==> src/rtl/fifo_load_sched.sv <==
// -----------------------------------------------------------------------------
// fifo_load_sched
// Queues trigger requests and starts FIFO load transfers one at a time. Each
// START is followed by a wait for the load engine's write-enable, the transfer
// itself and one guaranteed idle cycle before the next START can be issued.
//
// Parameters
//   DEPTH : maximum number of queued triggers (1..7)
//   TMO   : cycles to wait for write-enable after START before aborting (10-bit)
//
// Ports
//   i_clk        : clock, rising edge
//   i_rst_n      : asynchronous active-low reset
//   i_trig       : trigger request, one request per cycle high
//   i_nsamp      : last-sample index captured for the next transfer
//   i_clr_err    : synchronous clear of o_ovfl / o_tmo_err
//   i_wrena_in   : write-enable from the load engine, high during a transfer
//   o_start      : one-cycle START pulse to the load engine
//   o_samp_max   : sample limit, held for the whole transfer
//   o_busy       : high whenever the scheduler is not idle
//   o_pend       : number of queued, not yet issued triggers
//   o_evt_cnt    : number of START pulses issued (wraps)
//   o_ovfl       : sticky, a trigger was dropped on a full queue
//   o_tmo_err    : sticky, a transfer never raised write-enable in time
// -----------------------------------------------------------------------------
module fifo_load_sched #(
  parameter int DEPTH = 4,
  parameter int TMO   = 1023
) (
  input  logic        i_clk,
  input  logic        i_rst_n,
  input  logic        i_trig,
  input  logic [6:0]  i_nsamp,
  input  logic        i_clr_err,
  input  logic        i_wrena_in,
  output logic        o_start,
  output logic [6:0]  o_samp_max,
  output logic        o_busy,
  output logic [2:0]  o_pend,
  output logic [11:0] o_evt_cnt,
  output logic        o_ovfl,
  output logic        o_tmo_err
);

  typedef enum logic [2:0] {
    S_IDLE    = 3'd0,
    S_ISSUE   = 3'd1,
    S_WAIT_WR = 3'd2,
    S_XFER    = 3'd3,
    S_GAP     = 3'd4
  } state_t;

  localparam logic [2:0] DEPTH_L = 3'(DEPTH);
  localparam logic [9:0] TMO_L   = 10'(TMO);

  state_t      r_state;
  state_t      w_state_nxt;
  logic        w_tmo_hit;
  logic [9:0]  r_tmo_cnt;
  logic        r_start;
  logic [6:0]  r_samp_max;
  logic        r_busy;
  logic [2:0]  r_pend;
  logic [2:0]  w_pend_nxt;
  logic [11:0] r_evt_cnt;
  logic        r_ovfl;
  logic        r_tmo_err;
  logic        w_issue;
  logic        w_accept;
  logic        w_drop;

  assign w_issue = (r_state == S_ISSUE);

  // A trigger on a full queue still fits when the issue frees a slot that cycle.
  assign w_accept = i_trig && ((r_pend < DEPTH_L) || w_issue);
  assign w_drop   = i_trig && !w_accept;

  // Next-state decode; the timeout compare uses >= so TMO=0 aborts at once.
  always_comb begin
    w_state_nxt = r_state;
    w_tmo_hit   = 1'b0;
    case (r_state)
      S_IDLE: begin
        if (r_pend != 3'd0) begin
          w_state_nxt = S_ISSUE;
        end else begin
          w_state_nxt = S_IDLE;
        end
      end
      S_ISSUE: begin
        w_state_nxt = S_WAIT_WR;
      end
      S_WAIT_WR: begin
        if (i_wrena_in) begin
          w_state_nxt = S_XFER;
        end else if (r_tmo_cnt >= TMO_L) begin
          w_state_nxt = S_IDLE;
          w_tmo_hit   = 1'b1;
        end else begin
          w_state_nxt = S_WAIT_WR;
        end
      end
      S_XFER: begin
        if (!i_wrena_in) begin
          w_state_nxt = S_GAP;
        end else begin
          w_state_nxt = S_XFER;
        end
      end
      S_GAP: begin
        w_state_nxt = S_IDLE;
      end
      default: begin
        w_state_nxt = S_IDLE;
      end
    endcase
  end

  // Queue occupancy: an accept and an issue in the same cycle cancel out.
  always_comb begin
    w_pend_nxt = r_pend;
    if (w_accept && !w_issue) begin
      w_pend_nxt = r_pend + 3'd1;
    end else if (!w_accept && w_issue) begin
      w_pend_nxt = r_pend - 3'd1;
    end else begin
      w_pend_nxt = r_pend;
    end
  end

  // State register and timeout counter; the count is 0 in ISSUE, so the
  // abort lands TMO cycles after the START cycle.
  always_ff @(posedge i_clk or negedge i_rst_n) begin
    if (!i_rst_n) begin
      r_state   <= S_IDLE;
      r_tmo_cnt <= 10'd0;
    end else begin
      r_state <= w_state_nxt;
      if (w_state_nxt == S_ISSUE) begin
        r_tmo_cnt <= 10'd0;
      end else if ((r_state == S_ISSUE) || (r_state == S_WAIT_WR)) begin
        r_tmo_cnt <= r_tmo_cnt + 10'd1;
      end else begin
        r_tmo_cnt <= r_tmo_cnt;
      end
    end
  end

  // Registered START/BUSY derived from the next state so they align with it.
  always_ff @(posedge i_clk or negedge i_rst_n) begin
    if (!i_rst_n) begin
      r_start <= 1'b0;
      r_busy  <= 1'b0;
    end else begin
      r_start <= (w_state_nxt == S_ISSUE);
      r_busy  <= (w_state_nxt != S_IDLE);
    end
  end

  // Transfer bookkeeping: sample limit captured and event counted on issue.
  always_ff @(posedge i_clk or negedge i_rst_n) begin
    if (!i_rst_n) begin
      r_samp_max <= 7'd0;
      r_evt_cnt  <= 12'd0;
      r_pend     <= 3'd0;
    end else begin
      r_pend <= w_pend_nxt;
      if (w_issue) begin
        r_samp_max <= i_nsamp;
        r_evt_cnt  <= r_evt_cnt + 12'd1;
      end
    end
  end

  // Sticky error flags; a new error in the clear cycle keeps the flag set.
  always_ff @(posedge i_clk or negedge i_rst_n) begin
    if (!i_rst_n) begin
      r_ovfl    <= 1'b0;
      r_tmo_err <= 1'b0;
    end else begin
      if (w_drop) begin
        r_ovfl <= 1'b1;
      end else if (i_clr_err) begin
        r_ovfl <= 1'b0;
      end
      if (w_tmo_hit) begin
        r_tmo_err <= 1'b1;
      end else if (i_clr_err) begin
        r_tmo_err <= 1'b0;
      end
    end
  end

  assign o_start    = r_start;
  assign o_samp_max = r_samp_max;
  assign o_busy     = r_busy;
  assign o_pend     = r_pend;
  assign o_evt_cnt  = r_evt_cnt;
  assign o_ovfl     = r_ovfl;
  assign o_tmo_err  = r_tmo_err;

endmodule

==> config.mk <==
export PLATFORM = sky130hd
export DESIGN_NAME = fifo_load_sched
export DESIGN_NICKNAME = d
export VERILOG_FILES = /design/src/rtl/fifo_load_sched.sv
export SDC_FILE = /design/constraint.sdc
export NUM_CORES = 1
export LEC_CHECK = 0
export ABC_AREA = 1
export CORE_MARGIN = 5
export CORE_UTILIZATION = 50
export DETAILED_ROUTE_END_ITERATION = 10
export DONT_BUFFER_PORTS = 1
export HOLD_SLACK_MARGIN = 0.02
export PLACE_DENSITY = 0.63
export SLEW_MARGIN = 25
export SYNTH_ARGS = -nofsm -noshare
export SYNTH_HDL_FRONTEND = slang
export SYNTH_SLANG_ARGS = --single-unit
==> constraint.sdc <==
create_clock -name i_clk -period 2.5 [get_ports i_clk]
set_clock_uncertainty 0.2 [all_clocks]
set_input_delay 0.375 -clock i_clk [delete_from_list [all_inputs] [get_ports i_clk]]
set_output_delay 0.375 -clock i_clk [all_outputs]
set_load 0.005 [all_outputs]
==> flow_metrics.env <==
export IMPL_ant_nets=0
export IMPL_wirelength_mm=3.96
export IMPL_setup_tns_ns=0
export IMPL_critical_path_top_delay_family="adder cells"
export IMPL_fin_crit_sh=0.852
export IMPL_max_cap_viol_count=0
export IMPL_fin_ws_ns=0.371
export IMPL_grt_max_degree=40
export IMPL_end_kind="register"
export IMPL_rsz0062_at_grt="no"
export IMPL_tightest_slew_ns=0.359
export IMPL_track_usage=0.162
export IMPL_cts_buffers=5
export IMPL_syn_area_per_cell_sq_um=8.39
export IMPL_yosysMostFrequentCell="nand2_1"
export IMPL_relSlewSlack=0.760
export IMPL_fillers=322
export IMPL_dp_hpwl_mm=2.77
export IMPL_seqCellArea_sq_um=976
export IMPL_status="finished, final reports clean"
export IMPL_postCtsSetupRepairBufs=0
export IMPL_ys_types=28
export IMPL_required_ns=2.47
export IMPL_finalSetupViolCount=0
export IMPL_synth_edff_count=0
export IMPL_worst_path_max_delay_cell="dfrtp_1"
export IMPL_drv_slew=0
export IMPL_yosys_area_top_type_share=0.506
export IMPL_pin_count=38
export IMPL_ctsResizeCount=0
export IMPL_synthCells=230
export IMPL_drt_initial_drc_count=86
export IMPL_async_flop_share=1.00
export IMPL_start_util=0.523
export IMPL_leakagePower_nw=1.10
export IMPL_cp_arrival_ns=2.10
export IMPL_yosys_warnings=0
export IMPL_max_stage_delay_ns=0.44
export IMPL_syn_area_sq_um=1930
export IMPL_antenna_found_initial=0
export IMPL_dp_slack_ns=0.381
export IMPL_clk_path_buf_depth=2
export IMPL_postSynth_topFlopCell="dfrtp_1"
export IMPL_fin_nets=262
export IMPL_synth_top_cell_by_area="dfrtp_1"
export IMPL_ys_top_cells_by_count="nand2_1 (73), dfrtp_1 (39), inv_1 (28)"
export IMPL_start_kind="register"
export IMPL_syn_num_nets=246
export IMPL_path_max_fanout=5
export IMPL_fmax_mhz=470
export IMPL_coreArea_sq_um=3690
export IMPL_insertedDiodeCount=0
export IMPL_yosysSeqAreaShare=0.506
export IMPL_drive_gt1_frac=0.0891
export IMPL_cts_sinks=39
export IMPL_synth_area_top_cells="dfrtp_1 (51%), nand2_1 (14%), inv_1 (5.4%), nand3_1 (5.4%), nand4_1 (3.2%)"
export IMPL_crit_type="register to register"
export IMPL_p_total_mw=2.34
export IMPL_multiInputGateArea_sq_um=826
export IMPL_area_growth_pct=14.5
export IMPL_htree_levels=2
export IMPL_crit_chain="nor2_1 > nand2_2 > a21boi_0 > ha_1 > inv_1 > fa_1 > a21oi_1 > o21ai_0 > xor2_1"
export IMPL_portBuffers=0
export IMPL_path_buf_inv=1
export IMPL_chipWidth_um=72.1
export IMPL_fin_crit_ns=2.13
export IMPL_power_density_nw_per_um2=1060
export IMPL_cts_tree="built"
export IMPL_fp_dieArea_sq_um=5200
export IMPL_detail_route_first_pass_iterations=4
export IMPL_num_vias=1534
export IMPL_rows=22
export IMPL_cts_root_buf="clkbuf_8"
export IMPL_synth_seq_cells=39
export IMPL_clk_latency_ns=0.29
export IMPL_min_path_type="primary input to register"
export IMPL_grt_pass1_vias=1497
export IMPL_hold_viol_final=0
export IMPL_vias_per_cell=5.20
export IMPL_die_h_um=72.1
export IMPL_wl_per_cell_um=13.4
export IMPL_overflow=0
export IMPL_clk_pin_slew_ns=0.07
export IMPL_drc_errors=0
export IMPL_grt_pass1_wl_mm=6.54
export IMPL_peakVddDrop_mv=0.720
export IMPL_gp_congestion=0.841
-- cell families after synthesis --
logic type / Yosys count / synth area share
xor gates and xnor gates: 9 / 0.0409
AOI/OAI and AO/OA: 15 / 0.0454
DFF: 39 / 0.506
muxes: 1 / 0.00584
and+or+nand+nor: 131 / 0.306
buffers and inverters: 31 / 0.0661
adders and majority gates: 4 / 0.0298
-- cell usage in the layout (no fill, tap or decap), types with 2 or more instances in the layout --
cell and instances:
nand2_1 73, dfrtp_1 39, inv_1 28, nand3_1 21, nor2_1 14, nand4_1 10, dlygate4sd3_1 9, clkbuf_8 6
nand2_2 5, xor2_1 5, o21ai_0 5, xnor2_1 4, o21ai_1 3, ha_1 3, o21bai_1 2, a21oi_1 2
nor2_2 2, nand3b_1 2
-- stage by stage --
| step | util | cell area [sq um] | instances | hold slack (ns) |
|---|---|---|---|---|
| after floorplan | - | 1930 | 230 | -0.121 |
| after detailed placement | 0.537 | 1980 | 277 | -0.119 |
| final | 0.599 | 2210 | 295 | 0.0605 |
| after CTS | 0.599 | 2210 | 295 | 0.0445 |
| after global placement | 0.537 | 1980 | 277 | -0.120 |
| after global routing | 0.599 | 2210 | 295 | 0.0569 |
-- state kept, by name, indices dropped and copies added, names as in the netlist, 3 cells and up --
name,cells
r_tmo_cnt,10
o_evt_cnt,12
r_state,3
o_pend,3
o_samp_max,7
-- cell type report --
class | instances | share of cell area
Timing Repair Buffer | 11 | 0.0533
Inverter | 29 | 0.0504
Clock inverter | 2 | 0.0159
Multi-Input combinational cell | 160 | 0.374
Sequential cell | 39 | 0.442
Tap cell | 48 | 0.0272
Clock buffer | 6 | 0.0374
-- power by group --
part	internal [mW]	switching, mW	leakage (nW)
Combinational	0.278	0.478	0.534
Sequential	0.822	0.216	0.506
Clock	0.323	0.221	0.0612
-- worst paths after layout --
kind                                 end           from  cells after the start  slack (ns)
setup / recovery               o_pend[2]     r_state[1]                      9        0.37
min in group asynchronous   r_tmo_cnt[7]        i_rst_n                      2        0.34
setup reg to reg               o_pend[2]     r_state[1]                      9        0.37
max in group asynchronous   o_evt_cnt[3]        i_rst_n                      2        1.57
hold / removal                    o_ovfl      i_clr_err                      3        0.06
hold reg to reg            o_samp_max[1]  o_samp_max[1]                      2        0.31
-- repair_timing --
| item | in CTS | in global routing |
|---|---|---|
| hold endpoints to repair | 47 | 0 |
| setup endpoints to repair | 0 | 0 |
| hold buffers | 10 | 0 |
-- per-layer routing --
layer	GRT usage	part of all wire	vias up
met1	0.175	0.43	725
met2	0.279	0.49	38
met4	0.0793	0.016	0
met3	0.0568	0.062	7
met5	0	0	-
li1	-	-	764
-- worst min-delay path: cells and delay by family --
family,cells,cell delay [ns]
buffers and inverters,1,0.03
AND/OR/NAND/NOR,2,0.11
(Power assumes the default switching activity.)
